==> src/rtl/mem_port_arbiter_pkg.sv <==
// Shared types for the I/D memory-port arbiter: FSM states and the latched request bundle.
package rv32i_types;

    localparam int unsigned ADDR_W = 32;
    localparam int unsigned DATA_W = 32;
    localparam int unsigned BE_W   = 4;

    typedef enum logic [1:0] {
        IDLE   = 2'd0,
        BUSY_I = 2'd1,
        BUSY_D = 2'd2
    } mem_arb_state_t;

    typedef struct packed {
        logic              read;
        logic              write;
        logic [ADDR_W-1:0] address;
        logic [BE_W-1:0]   byte_enable;
        logic [DATA_W-1:0] wdata;
    } mem_req_t;

    // A request carrying both strobes is treated as a write.
    function automatic mem_req_t normalize_req(input logic              read,
                                               input logic              write,
                                               input logic [ADDR_W-1:0] address,
                                               input logic [BE_W-1:0]   byte_enable,
                                               input logic [DATA_W-1:0] wdata);
        mem_req_t req;
        req.read        = read & ~write;
        req.write       = write;
        req.address     = address;
        req.byte_enable = byte_enable;
        req.wdata       = wdata;
        return req;
    endfunction

endpackage

==> src/rtl/mem_port_arbiter_req_latch.sv <==
// Loadable holding register for the winning request; keeps downstream signals stable while busy.
module arb_req_latch
    import rv32i_types::*;
(
    input  logic     clk,
    input  logic     rst_n,
    input  logic     i_load,
    input  mem_req_t i_req,
    output mem_req_t o_req
);

    mem_req_t r_req;

    always_ff @(posedge clk or negedge rst_n) begin
        if (!rst_n) begin
            r_req <= '0;
        end else if (i_load) begin
            r_req <= i_req;
        end
    end

    assign o_req = r_req;

endmodule

==> src/rtl/mem_port_arbiter.sv <==
// Shares one downstream memory port between I-side and D-side requesters.
// D wins by default; a streak counter forces an I grant after MAX_D_STREAK D grants while I waits.
module mem_port_arbiter
    import rv32i_types::*;
#(
    parameter int unsigned MAX_D_STREAK = 4
) (
    input  logic              clk,
    input  logic              rst_n,

    input  logic              i_read,
    input  logic              i_write,
    input  logic [ADDR_W-1:0] i_address,
    input  logic [BE_W-1:0]   i_byte_enable,
    input  logic [DATA_W-1:0] i_wdata,
    output logic              i_resp,
    output logic [DATA_W-1:0] i_rdata,

    input  logic              d_read,
    input  logic              d_write,
    input  logic [ADDR_W-1:0] d_address,
    input  logic [BE_W-1:0]   d_byte_enable,
    input  logic [DATA_W-1:0] d_wdata,
    output logic              d_resp,
    output logic [DATA_W-1:0] d_rdata,

    output logic              mem_read,
    output logic              mem_write,
    output logic [ADDR_W-1:0] mem_address,
    output logic [BE_W-1:0]   mem_byte_enable,
    output logic [DATA_W-1:0] mem_wdata,
    input  logic              mem_resp,
    input  logic [DATA_W-1:0] mem_rdata
);

    localparam int unsigned          STREAK_W   = $clog2(MAX_D_STREAK + 1);
    localparam logic [STREAK_W-1:0]  STREAK_MAX = STREAK_W'(MAX_D_STREAK);

    mem_arb_state_t      r_state;
    mem_arb_state_t      w_state_next;
    logic [STREAK_W-1:0] r_streak;
    logic [STREAK_W-1:0] w_streak_next;

    logic     w_i_req;
    logic     w_d_req;
    logic     w_load;
    logic     w_busy;
    mem_req_t w_i_side;
    mem_req_t w_d_side;
    mem_req_t w_load_req;
    mem_req_t w_latched;

    assign w_i_req  = i_read | i_write;
    assign w_d_req  = d_read | d_write;
    assign w_i_side = normalize_req(i_read, i_write, i_address, i_byte_enable, i_wdata);
    assign w_d_side = normalize_req(d_read, d_write, d_address, d_byte_enable, d_wdata);

    always_ff @(posedge clk or negedge rst_n) begin
        if (!rst_n) begin
            r_state  <= IDLE;
            r_streak <= '0;
        end else begin
            r_state  <= w_state_next;
            r_streak <= w_streak_next;
        end
    end

    always_comb begin
        w_state_next  = r_state;
        w_streak_next = r_streak;
        w_load        = 1'b0;
        w_load_req    = w_d_side;
        case (r_state)
            IDLE: begin
                if (w_d_req && (!w_i_req || (r_streak < STREAK_MAX))) begin
                    w_load       = 1'b1;
                    w_load_req   = w_d_side;
                    w_state_next = BUSY_D;
                    // Only D grants that bypass a waiting I request count toward the streak.
                    if (w_i_req) begin
                        w_streak_next = (r_streak == STREAK_MAX) ? r_streak
                                                                 : r_streak + STREAK_W'(1);
                    end else begin
                        w_streak_next = '0;
                    end
                end else if (w_i_req) begin
                    w_load        = 1'b1;
                    w_load_req    = w_i_side;
                    w_state_next  = BUSY_I;
                    w_streak_next = '0;
                end
            end
            BUSY_I, BUSY_D: begin
                if (mem_resp) begin
                    w_state_next = IDLE;
                end
            end
            default: begin
                w_state_next = IDLE;
            end
        endcase
    end

    arb_req_latch u_req_latch (
        .clk    (clk),
        .rst_n  (rst_n),
        .i_load (w_load),
        .i_req  (w_load_req),
        .o_req  (w_latched)
    );

    // Downstream port is silent in IDLE and reflects only the latched request while busy.
    assign w_busy          = (r_state == BUSY_I) || (r_state == BUSY_D);
    assign mem_read        = w_busy & w_latched.read;
    assign mem_write       = w_busy & w_latched.write;
    assign mem_address     = w_busy ? w_latched.address     : '0;
    assign mem_byte_enable = w_busy ? w_latched.byte_enable : '0;
    assign mem_wdata       = w_busy ? w_latched.wdata       : '0;

    assign i_resp  = (r_state == BUSY_I) & mem_resp;
    assign d_resp  = (r_state == BUSY_D) & mem_resp;
    assign i_rdata = mem_rdata;
    assign d_rdata = mem_rdata;

endmodule
==> config.mk <==
export PLATFORM = sky130hd
export DESIGN_NAME = mem_port_arbiter
export DESIGN_NICKNAME = d
export VERILOG_FILES = /design/src/rtl/mem_port_arbiter_pkg.sv /design/src/rtl/mem_port_arbiter_req_latch.sv /design/src/rtl/mem_port_arbiter.sv
export SDC_FILE = /design/constraint.sdc
export NUM_CORES = 1
export LEC_CHECK = 0
export ABC_AREA = 1
export BUFFER_PORTS_ARGS = -buffer_cell sky130_fd_sc_hd__buf_2
export CORE_AREA = 2 2 122 124
export DETAILED_ROUTE_END_ITERATION = 7
export DIE_AREA = 0 0 124 126
export PLACE_DENSITY_LB_ADDON = 0.1
export SYNTH_ARGS = -nofsm -noshare
export SYNTH_HDL_FRONTEND = slang
export SYNTH_SLANG_ARGS = --single-unit
==> constraint.sdc <==
create_clock -name clk -period 2 [get_ports clk]
set_input_delay 0.1 -clock clk [delete_from_list [all_inputs] [get_ports clk]]
set_output_delay 0.1 -clock clk [all_outputs]
set_load 0.02 [all_outputs]
==> summary.txt, run 1 <==
Outcome - complete, no violations
Top FF cell, synth - dfrtp_1
Hold path endpoint - u_req_latch.o_req[59]
Max VDD drop - 737 uV
Die W - 124 um
Global-route track usage on met2 - 32.4%
Worst flop-to-flop path endpoint - u_req_latch.o_req[49]
Die Y-Extent - 126 um
Syn nets - 1170
Synth top area share - 32.7%
Fin util - 48.3%
Die footprint - 0.0156 mm^2
Routed Antenna Nets - 0
Final wirelength - 15500 um
CP peak stage delay - 370 ps
IO Count - 311
Pwr/cell area - 1550 mW/mm^2
Critical path type - reg2out
Area Overhead vs Synth - 20.4%
Final period utilization - 93.1%
Starting Density - 40.1%
Reg2reg start - r_state[0]
Routed wire length per instance - 11.8 um
DR vias/cell - 4.18
CTS buffer count - 9
RSZ-0062 raised after global routing - no
Post-synthesis cell count - 990
Largest area contributor in the netlist - dfrtp_1
Total number of vias - 5494
H-tree Lvls - 3
CTS tree - built
Fin. Hold Viols - 0
Setup TNS Final - 0 ps
IO Port Bufs - 214
Worst Hold Depth - 5
Fillers - 1616
CP most frequent cell - inv_1
Synth top cells by count - 428 x nand2_1, 264 x inv_1, 75 x dfrtp_1
Reg2reg setup slack - 400 ps
Share of cells above drive strength 1 - 22.6%
Initial drt markers - 285
Max Clk Rate - 537 MHz
Max Slew Vio Count - 0
Worst Max-Slew Pin Slew - 444 ps
Clk sinks - 75
Hold Buf Count CTS - 1
Total GRT Usage - 20.0%
Routing usage on met3 - 3.17%
Sequential share of power - 25.2%
Setup WS pre-CTS - 441 ps
Crit Path Max Fanout - 56
Drt pass-1 iters - 7
Post-layout min period - 1860 ps
Worst r2r path cells - 8
Logic pwr share - 58.5%
Pint - 5.46 mW
Final WS setup - 139 ps
Static Leak - 5.19 nW
Cell row count - 44
Worst-skew pair later-pin latency - 330 ps
# DRC - 0
Async set-reset flop share out of synthesis - 100%
DP Wirelength - 10800 um
Clock skew - 5.10 ps
Initial antenna violation count - 0
Setup crit end kind - output port
Post-synthesis sequential area ratio - 32.7%
Post-synth EDFFs - 0
Sw Ratio - 49.0%
Yosys warnings - 0
Slew Limit Headroom - 70.1%
Count of cell types in the netlist - 16
Largest net degree at the start of global routing - 71
Gr ovfl total - 0
Post-Syn Area - 0.00574 mm^2
CP required - 1900 ps
GP Congestion - 0.785
Largest cells by area after synthesis - dfrtp_1 33%, nand2_1 28%, inv_1 17%, buf_4 9.0%, nand3_1 4.4%
Clock Power Share - 16.4%
Crit path DAT - 1760 ps
Layout Nets - 1305
# setup viols final - 0
Met1 Use GR - 27.2%
Psw - 5.26 mW
Hold_sp - d_address[23]
Slowest cell on crit path - dfrtp_1
Setup Buffers After CTS - 0
Worst path cell trace - inv_1 -> ha_2 -> buf_12 -> nand2_1 -> inv_1 -> buf_2
Vias in the first global route - 5189
First-pass GRT wire length - 24800 um
Most frequent cell after synthesis - nand2_1
Worst Setup Start Kind - flop
Clk slew on worst S/H paths - 60 ps
Synthesized area per cell - 5.79 um^2
Clock Root Buffer - clkbuf_16
PostCTS Resize Cnt - 0
Hold WC Path Type - in2reg
Clk buf depth - 2
ANT cells - 0
GRT busiest layer - met2
Maxcap violations - 0
Core Footprint - 0.0143 mm^2
Synth Register Bits - 75
## per-stage QoR
step	hold slack (ps)	area, um^2	std cells	total power [mW]
2_1_floorplan	-196	5740	990	7.16
3_3_place_gp	54.0	6580	1297	9.03
3_5_place_dp	60.6	6580	1297	9.07
4_1_cts	24.0	6910	1314	10.9
5_1_grt	59.2	6910	1314	11.8
6_report	34.2	6910	1314	10.7
## kinds of logic (layout without fill, tap and decap cells)
logic type	after synthesis	after routing	synth area share, %
AO/OA/AOI/OAI	10	10	0.960
adder cells (fa/ha/maj)	5	5	1.09
buffers and inverters	373	513	29.5
flip-flops	75	75	32.7
AND/OR/NAND/NOR	527	527	35.8
## flip-flops by register name, summed over array words and instances (netlist names)
name               count
u_req_latch.o_req     70
r_streak               3
r_state                2
## area by class of cell
type,count,area [um^2],share of cell area (%)
clock buffers,10,229,3.31
clock inverters,6,90.1,1.30
inverters,264,991,14.3
multi-input cells,542,2210,32.0
flip-flops and latches,75,1880,27.2
well taps,184,230,3.33
repair buffers,233,1280,18.5
## cells in the final DEF, fill, tap and decap left out, drive strengths merged
master and count:
nand3 51, clkbuf 10, buf 232, bufinv 2
a21boi 1, nand2 428, o22ai 2, clkinvlp 4
nand4 1, inv 264, dlygate4sd3 1, nor2 47
ha 5, o21ai 7, dfrtp 75
## how the worst max path moves through the flow
stage | slack (ps) | from | endpoint | cells past startpoint
final | 140 | r_state[0] | mem_address[24] | 6
after detailed placement | 440 | r_state[0] | u_req_latch.o_req[65] | 8
after global routing | 4 | r_state[1] | mem_address[22] | 6
after floorplan | 530 | r_state[0] | mem_address[0] | 6
after CTS | 120 | r_state[1] | mem_wdata[31] | 6
after global placement | 470 | r_state[0] | u_req_latch.o_req[65] | 8
## worst max-delay path, delay by kind of cell, from the launching register on
kind | cells | cell delay, ps
AND/OR/NAND/NOR | 1 | 80
flip-flops | 1 | 370
buffers and inverters | 4 | 600
adder cells (fa/ha/maj) | 1 | 360
## metal layers
layer | share of wire (%) | vias up
li1 | - | 2945
met4 | 1.4 | 0
met2 | 45 | 187
met5 | 0 | -
met1 | 46 | 2344
met3 | 7.6 | 18
## power groups by stage
stage / Clock, mW / Combinational [mW] / Sequential, mW
after floorplan: 0 / 4.56 / 2.60
after global placement: 0 / 6.32 / 2.71
after detailed placement: 0 / 6.36 / 2.71
after CTS: 1.80 / 6.37 / 2.70
after global routing: 1.87 / 7.16 / 2.79
final: 1.75 / 6.27 / 2.70
Power figures use the tool's default switching activity.
==> run 2: changes to the inputs <==
Settings changed: ABC_AREA 1 to 0, CORE_AREA 2 2 122 124 to 2 2 119 121, DIE_AREA 0 0 124 126 to 0 0 121 123.
==> summary.txt, run 2 <==
Worst-skew pair later-pin latency - 340 ps (was 330 ps)
Largest net degree at the start of global routing - 46 (was 71)
Total number of vias - 4826 (was 5494)
GP Congestion - 0.786 (was 0.785)
Critical path buffers and inverters - 3 (was 4)
Setup WS pre-CTS - 93.2 ps (was 441 ps)
Final WS setup - 112 ps (was 139 ps)
Starting Density - 36.2% (was 40.1%)
Tot Pwr - 12.1 mW (was 10.7 mW)
# DRC - 0 (unchanged)
Static Leak - 2.76 nW (was 5.19 nW)
IO Count - 311 (unchanged)
Synth Register Bits - 75 (unchanged)
Slowest cell on crit path - dfrtp_1 (unchanged)
Post-synthesis sequential area ratio - 38.1% (was 32.7%)
Logic pwr share - 62.5% (was 58.5%)
Max VDD drop - 710 uV (was 737 uV)
Setup crit end kind - output port (unchanged)
Worst path depth - 5 (was 6)
Clock Root Buffer - clkbuf_16 (unchanged)
Max reg flops - 70 (unchanged)
Hold slack - 7.25 ps (was 34.2 ps)
Async set-reset flop share out of synthesis - 100% (unchanged)
Final period utilization - 94.4% (was 93.1%)
Gr ovfl total - 0 (unchanged)
Die W - 121 um (was 124 um)
Fin. Hold Viols - 0 (unchanged)
Most frequent cells in the layout - 213 x buf_2, 75 x dfrtp_1, 72 x and2_1, 71 x a21oi_1, 70 x nor2_1 (was 427 x nand2_1, 264 x inv_1, 213 x buf_2, 75 x dfrtp_1, 50 x nand3_1)
Synth top cells by count - 75 x dfrtp_1, 72 x and2_1, 71 x a21oi_1 (was 428 x nand2_1, 264 x inv_1, 75 x dfrtp_1)
Worst r2r path cells - 6 (was 8)
Share of cells above drive strength 1 - 36.5% (was 22.6%)
CP required - 1900 ps (about the same)
Worst Max-Slew Pin Slew - 1060 ps (was 444 ps)
Slew Limit Headroom - 28.9% (was 70.1%)
Sequential share of power - 21.9% (was 25.2%)
Core Footprint - 0.0136 mm^2 (was 0.0143 mm^2)
Pwr/cell area - 1990 mW/mm^2 (was 1550 mW/mm^2)
Maxcap violations - 0 (unchanged)
Top FF cell, synth - dfrtp_1 (unchanged)
Post-synth EDFFs - 0 (unchanged)
Synthesized area per cell - 8.50 um^2 (was 5.79 um^2)
Max Slew Vio Count - 0 (unchanged)
Drt pass-1 iters - 5 (was 7)
Psw - 5.76 mW (was 5.26 mW)
Initial drt markers - 372 (was 285)
Initial antenna violation count - 1 (was 0)
Leading cell type in the layout, fill and taps excluded - buf_2 (was nand2_1)
Crit path DAT - 1790 ps (was 1760 ps)
Clock skew - 4.33 ps (was 5.10 ps)
Setup TNS Final - 0 ps (unchanged)
Die footprint - 0.0149 mm^2 (was 0.0156 mm^2)
IO Port Bufs - 214 (unchanged)
Max Clk Rate - 530 MHz (was 537 MHz)
Pint - 6.35 mW (was 5.46 mW)
Routed wire length per instance - 17.9 um (was 11.8 um)
Outcome - complete, no violations (unchanged)
Worst Setup Start Kind - flop (unchanged)
RSZ-0062 raised after global routing - no (unchanged)
Largest area contributor in the netlist - dfrtp_1 (unchanged)
Worst Hold Depth - 3 (was 5)
CTS tree - built (unchanged)
Worst path cell trace - inv_1 -> ha_2 -> buf_4 -> and2_1 -> buf_2 (was inv_1 -> ha_2 -> buf_12 -> nand2_1 -> inv_1 -> buf_2)
Sw Ratio - 47.5% (was 49.0%)
Most frequent cell after synthesis - dfrtp_1 (was nand2_1)
DR vias/cell - 5.43 (was 4.18)
Total GRT Usage - 20.8% (was 20.0%)
Clk slew on worst S/H paths - 60 ps (about the same)
Worst path top cell family by delay - buffers and inverters (unchanged)
Clock Power Share - 15.6% (was 16.4%)
Cell row count - 43 (was 44)
Routed Antenna Nets - 0 (unchanged)
CP peak stage delay - 350 ps (was 370 ps)
# setup viols final - 0 (unchanged)
CTS buffer count - 9 (unchanged)
Count of cell types in the netlist - 30 (was 16)
Post-synthesis cell count - 580 (was 990)
Critical path type - reg2out (unchanged)
DP Wirelength - 10600 um (was 10800 um)
Layout Nets - 882 (was 1305)
Synth top area share - 38.1% (was 32.7%)
Clk buf depth - 2 (unchanged)
First-pass GRT wire length - 24300 um (was 24800 um)
Largest cells by area after synthesis - dfrtp_1 38%, a41oi_1 12%, buf_4 9.9%, and2_1 9.1%, a21oi_1 7.2% (was dfrtp_1 33%, nand2_1 28%, inv_1 17%, buf_4 9.0%, nand3_1 4.4%)
Yosys warnings - 0 (unchanged)
Vias in the first global route - 4713 (was 5189)
Final wirelength - 15900 um (was 15500 um)
Syn nets - 760 (was 1170)
Setup Buffers After CTS - 0 (unchanged)
Hold WC Path Type - in2reg (unchanged)
Post-Syn Area - 0.00493 mm^2 (was 0.00574 mm^2)
H-tree Lvls - 3 (unchanged)
Crit Path Max Fanout - 34 (was 56)
Area Overhead vs Synth - 23.3% (was 20.4%)
Post-layout min period - 1890 ps (was 1860 ps)
Clk sinks - 75 (unchanged)
Die Y-Extent - 123 um (was 126 um)
## run 2: changes by cell type in the layout (fill, tap and decap cells not counted), moves of 3 or more
cell,before,now
o21ai_0,5,68
nand3_1,50,1
a41oi_1,0,68
buf_12,5,8
clkinvlp_4,4,1
nand2_1,427,2
a21oi_1,0,71
and2_1,0,72
inv_1,264,5
nor2_1,45,70
## run 2: cells by family after synthesis
group	Yosys count	share of synthesized area [%]
AOI/OAI and AO/OA	220	28.7
and+or+nand+nor	150	15.3
buffers and inverters	129	16.3
DFF	75	38.1
adders and majority gates	5	1.27
muxes	1	0.229
## run 2: metal layers
layer	vias to the layer above	wire (um)	GRT usage [%]
met3	35	1160	4.38
met5	-	0	0
met2	204	7620	34.4
met1	2336	6790	26.5
li1	2251	-	-
met4	0	341	8.36
## run 2: worst paths after layout
| path | from | endpoint | slack, ps |
|---|---|---|---|
| max in group asynchronous | rst_n | u_req_latch.o_req[25] | 1130 |
| worst max-delay path | r_state[0] | mem_byte_enable[1] | 110 |
| worst min register to register | u_req_latch.o_req[69] | u_req_latch.o_req[69] | 510 |
| worst min-delay path | d_byte_enable[3] | u_req_latch.o_req[35] | 7 |
| worst max register to register | r_state[0] | u_req_latch.o_req[29] | 300 |
| min in group asynchronous | rst_n | u_req_latch.o_req[61] | 240 |
## run 2: cell type report
class	instances	area (um^2)
diodes	1	2.50
clock buffers	9	225
repair buffers	235	1340
clock inverters	7	116
flip-flops and latches	75	1880
inverters	5	18.8
fillers	1427	7540
multi-input cells	376	2270
well taps	180	225
## run 2: power groups by stage
stage / sequential (mW) / clock (mW) / combinational, mW
CTS: 2.65 / 1.94 / 7.64
detailed placement: 2.67 / 0 / 7.64
finish: 2.66 / 1.89 / 7.57
floorplan: 2.57 / 0 / 5.44
global route: 2.73 / 1.99 / 8.31
global placement: 2.65 / 0 / 7.60
## run 2: worst register-to-register path, delay by kind of cell, from the launching register on
kind	cells	cell delay, ps
compound gates	3	550
flops	1	380
fa+ha+maj	1	310
buf+inv	2	350
## run 2: stage by stage
stage	instance area (um^2)	util (%)	std cells
floorplan	4930	-	580
global placement	5720	42.0	870
detailed placement	5720	42.0	870
CTS	6070	44.6	887
global route	6070	44.6	887
finish	6070	44.6	888
## run 2: timing repair
item | in CTS | in global routing
hold buffers | 1 | 0
endpoints found under the setup margin | 0 | 2
resized for setup | 0 | 1
hold endpoints to repair | 31 | 0
==> run 3: changes to the inputs <==
Settings changed: CORE_AREA 2 2 119 121 to 2 2 122 124, CTS_CLUSTER_DIAMETER set to 150, DIE_AREA 0 0 121 123 to 0 0 124 126, SYNTH_HIERARCHICAL set to 1.
Clock period 2 ns to 1.85 ns, I/O delays scaled along.
==> summary.txt, run 3 <==
Initial antenna violation count - 0 (was 1)
Synth Register Bits - 75 (unchanged)
Clk slew on worst S/H paths - 60 ps (about the same)
Pwr/cell area - 1970 mW/mm^2 (was 1990 mW/mm^2)
Largest net degree at the start of global routing - 56 (was 46)
Fillers - 1361 (was 1427)
Critical path type - reg2reg (was reg2out)
Routed Antenna Nets - 0 (unchanged)
Die Y-Extent - 126 um (was 123 um)
GP Congestion - 0.708 (was 0.786)
Fin. Hold Viols - 0 (unchanged)
Largest cells by area after synthesis - dfrtp_1 36%, mux2_4 23%, mux2_2 13%, buf_4 10%, and2_1 8.7% (was dfrtp_1 38%, a41oi_1 12%, buf_4 9.9%, and2_1 9.1%, a21oi_1 7.2%)
Tot Pwr - 12.4 mW (was 12.1 mW)
Cell row count - 44 (was 43)
Worst-skew pair later-pin latency - 330 ps (was 340 ps)
Core Footprint - 0.0143 mm^2 (was 0.0136 mm^2)
Synth top cells by count - 79 x mux2_4, 75 x dfrtp_1, 72 x and2_1 (was 75 x dfrtp_1, 72 x and2_1, 71 x a21oi_1)
Post-layout min period - 1770 ps
Die footprint - 0.0156 mm^2 (was 0.0149 mm^2)
Crit path DAT - 1990 ps (was 1790 ps)
Yosys warnings - 6 (was 0)
Total number of vias - 3378 (was 4826)
Slew Limit Headroom - 38.2% (was 28.9%)
ANT cells - 0 (was 1)
Outcome - complete, no violations (unchanged)
Post-synth EDFFs - 0 (unchanged)
Syn nets - 589 (was 760)
First-pass GRT wire length - 17500 um (was 24300 um)
DP Wirelength - 8400 um (was 10600 um)
Maxcap violations - 0 (unchanged)
Crit Path Max Fanout - 37 (was 34)
Starting Density - 36.1% (was 36.2%)
Clock skew - 6.96 ps (was 4.33 ps)
Hold slack - 123 ps (was 7.25 ps)
Synthesized area per cell - 12.6 um^2 (was 8.50 um^2)
Final wirelength - 11500 um (was 15900 um)
CTS buffer count - 9 (unchanged)
Clk sinks - 75 (unchanged)
Synth top area share - 36.3% (was 38.1%)
DP Area - 0.00595 mm^2 (was 0.00572 mm^2)
Routed wire length per instance - 15.3 um (was 17.9 um)
Post-synthesis cell count - 409 (was 580)
Worst Max-Slew Pin Slew - 915 ps (was 1060 ps)
Area Overhead vs Synth - 22.0% (was 23.3%)
Clock Root Buffer - clkbuf_16 (unchanged)
Clk buf depth - 2 (unchanged)
Worst Setup Start Kind - flop (unchanged)
Share of cells above drive strength 1 - 68.1% (was 36.5%)
CP required - 2070 ps (was 1900 ps)
Top FF cell, synth - dfrtp_1 (unchanged)
Max VDD drop - 663 uV (was 710 uV)
Most frequent cells in the layout - 213 x buf_2, 79 x mux2_4, 75 x dfrtp_1, 71 x and2_1, 60 x mux2_2 (was 213 x buf_2, 75 x dfrtp_1, 72 x and2_1, 71 x a21oi_1, 70 x nor2_1)
Max Slew Vio Count - 0 (unchanged)
Final WS setup - 77.8 ps (was 112 ps)
Final period utilization - 95.8%
H-tree Lvls - 3 (unchanged)
Hold WC Path Type - in2reg (unchanged)
Max Clk Rate - 564 MHz
Post-synthesis sequential area ratio - 36.3% (was 38.1%)
Setup crit end kind - flop (was output port)
# DRC - 0 (unchanged)
Die W - 124 um (was 121 um)
Vias in the first global route - 3431 (was 4713)
Async set-reset flop share out of synthesis - 100% (unchanged)
Count of cell types in the netlist - 27 (was 30)
Leading cell type in the layout, fill and taps excluded - buf_2 (unchanged)
Most frequent cell after synthesis - mux2_4 (was dfrtp_1)
Static Leak - 3.28 nW (was 2.76 nW)
# setup viols final - 0 (unchanged)
RSZ-0062 raised after global routing - no (unchanged)
IO Count - 311 (unchanged)
Post-Syn Area - 0.00517 mm^2 (was 0.00493 mm^2)
Layout Nets - 743 (was 882)
IO Port Bufs - 214 (unchanged)
Post-route design area - 0.00630 mm^2 (was 0.00607 mm^2)
Largest area contributor in the netlist - dfrtp_1 (unchanged)
DR vias/cell - 4.49 (was 5.43)
Drt pass-1 iters - 4 (was 5)
Gr ovfl total - 0 (unchanged)
Total GRT Usage - 14.3% (was 20.8%)
CTS tree - built (unchanged)
Max reg flops - 70 (unchanged)
Setup WS pre-CTS - -64.5 ps (was 93.2 ps)
Initial drt markers - 106 (was 372)
run 3: cell count changes after synthesis, sizes merged, moves of 4 or more:
cell    change
buf         -4
a41oi      -68
nor2       -67
a21oi      -67
mux2      +138
clkbuf     -32
o21ai      -69
run 3: timing repair:
| action | 4_1_cts | 5_1_grt |
|---|---|---|
| buffers inserted | 0 | 0 |
| hold buffers | 1 | 0 |
| endpoints found under the setup margin | 1 | 48 |
| hold endpoints to repair | 39 | 0 |
| cloned | 0 | 1 |
| resized for setup | 1 | 2 |
run 3: cells by family (layout without fill, tap and decap cells):
logic type      count (synthesis)  in the layout  synth area share [%]
mux                           139            139                  36.0
buf+inv                        93            252                  14.5
simple gates                   84             84                  9.92
flops                          75             75                  36.3
compound gates                 13             13                  2.01
fa+ha+maj                       5              5                  1.21
run 3: power by group:
group / switching (mW) / total (mW) / internal, mW
registers: 0.428 / 2.93 / 2.50
clock network: 0.641 / 1.80 / 1.16
logic: 3.78 / 7.70 / 3.92
total: 4.85 / 12.4 / 7.57
run 3: path summary, 6_finish.rpt:
path,start,slack [ps],end,cells after the start
setup / recovery,r_state[1],80,u_req_latch/o_req[32],6
hold / removal,d_wdata[7],120,u_req_latch/o_req[7],3
setup reg to reg,r_state[1],80,u_req_latch/o_req[32],6
hold reg to reg,u_req_latch/o_req[35],500,u_req_latch/o_req[35],1
max in group asynchronous,rst_n,960,r_state[0],3
min in group asynchronous,rst_n,290,u_req_latch/o_req[15],2
run 3: per-stage QoR:
step	util, %	TNS, ps	cells
finish	44.0	0	752
global route	44.0	0	752
CTS	43.8	0	751
detailed placement	41.5	-3390	734
global placement	41.5	-3120	734
floorplan	-	0	409
run 3: layout make-up:
| class | instances | area, um^2 | share of cell area, % |
|---|---|---|---|
| Tap cell | 184 | 230 | 3.65 |
| Multi-Input combinational cell | 241 | 2560 | 40.5 |
| Timing Repair Buffer | 231 | 1310 | 20.8 |
| Sequential cell | 75 | 1880 | 29.8 |
| Clock inverter | 1 | 30.0 | 0.476 |
| Clock buffer | 15 | 278 | 4.41 |
| Inverter | 5 | 21.3 | 0.337 |
run 3: routing by layer:
layer	GRT usage (%)	share of wire (%)	up-vias
met5	0	0	-
met4	6.41	2.4	0
li1	-	-	1622
met3	3.35	7.6	41
met1	18.9	44	1585
met2	22.3	46	130
run 3: critical path, cell delays in order, from the launching register on:
cell and delay, ps:
dfrtp_1 350, inv_1 90, ha_4 190, o221ai_4 90, buf_12 260, mux2_2 380, mux2_4 260
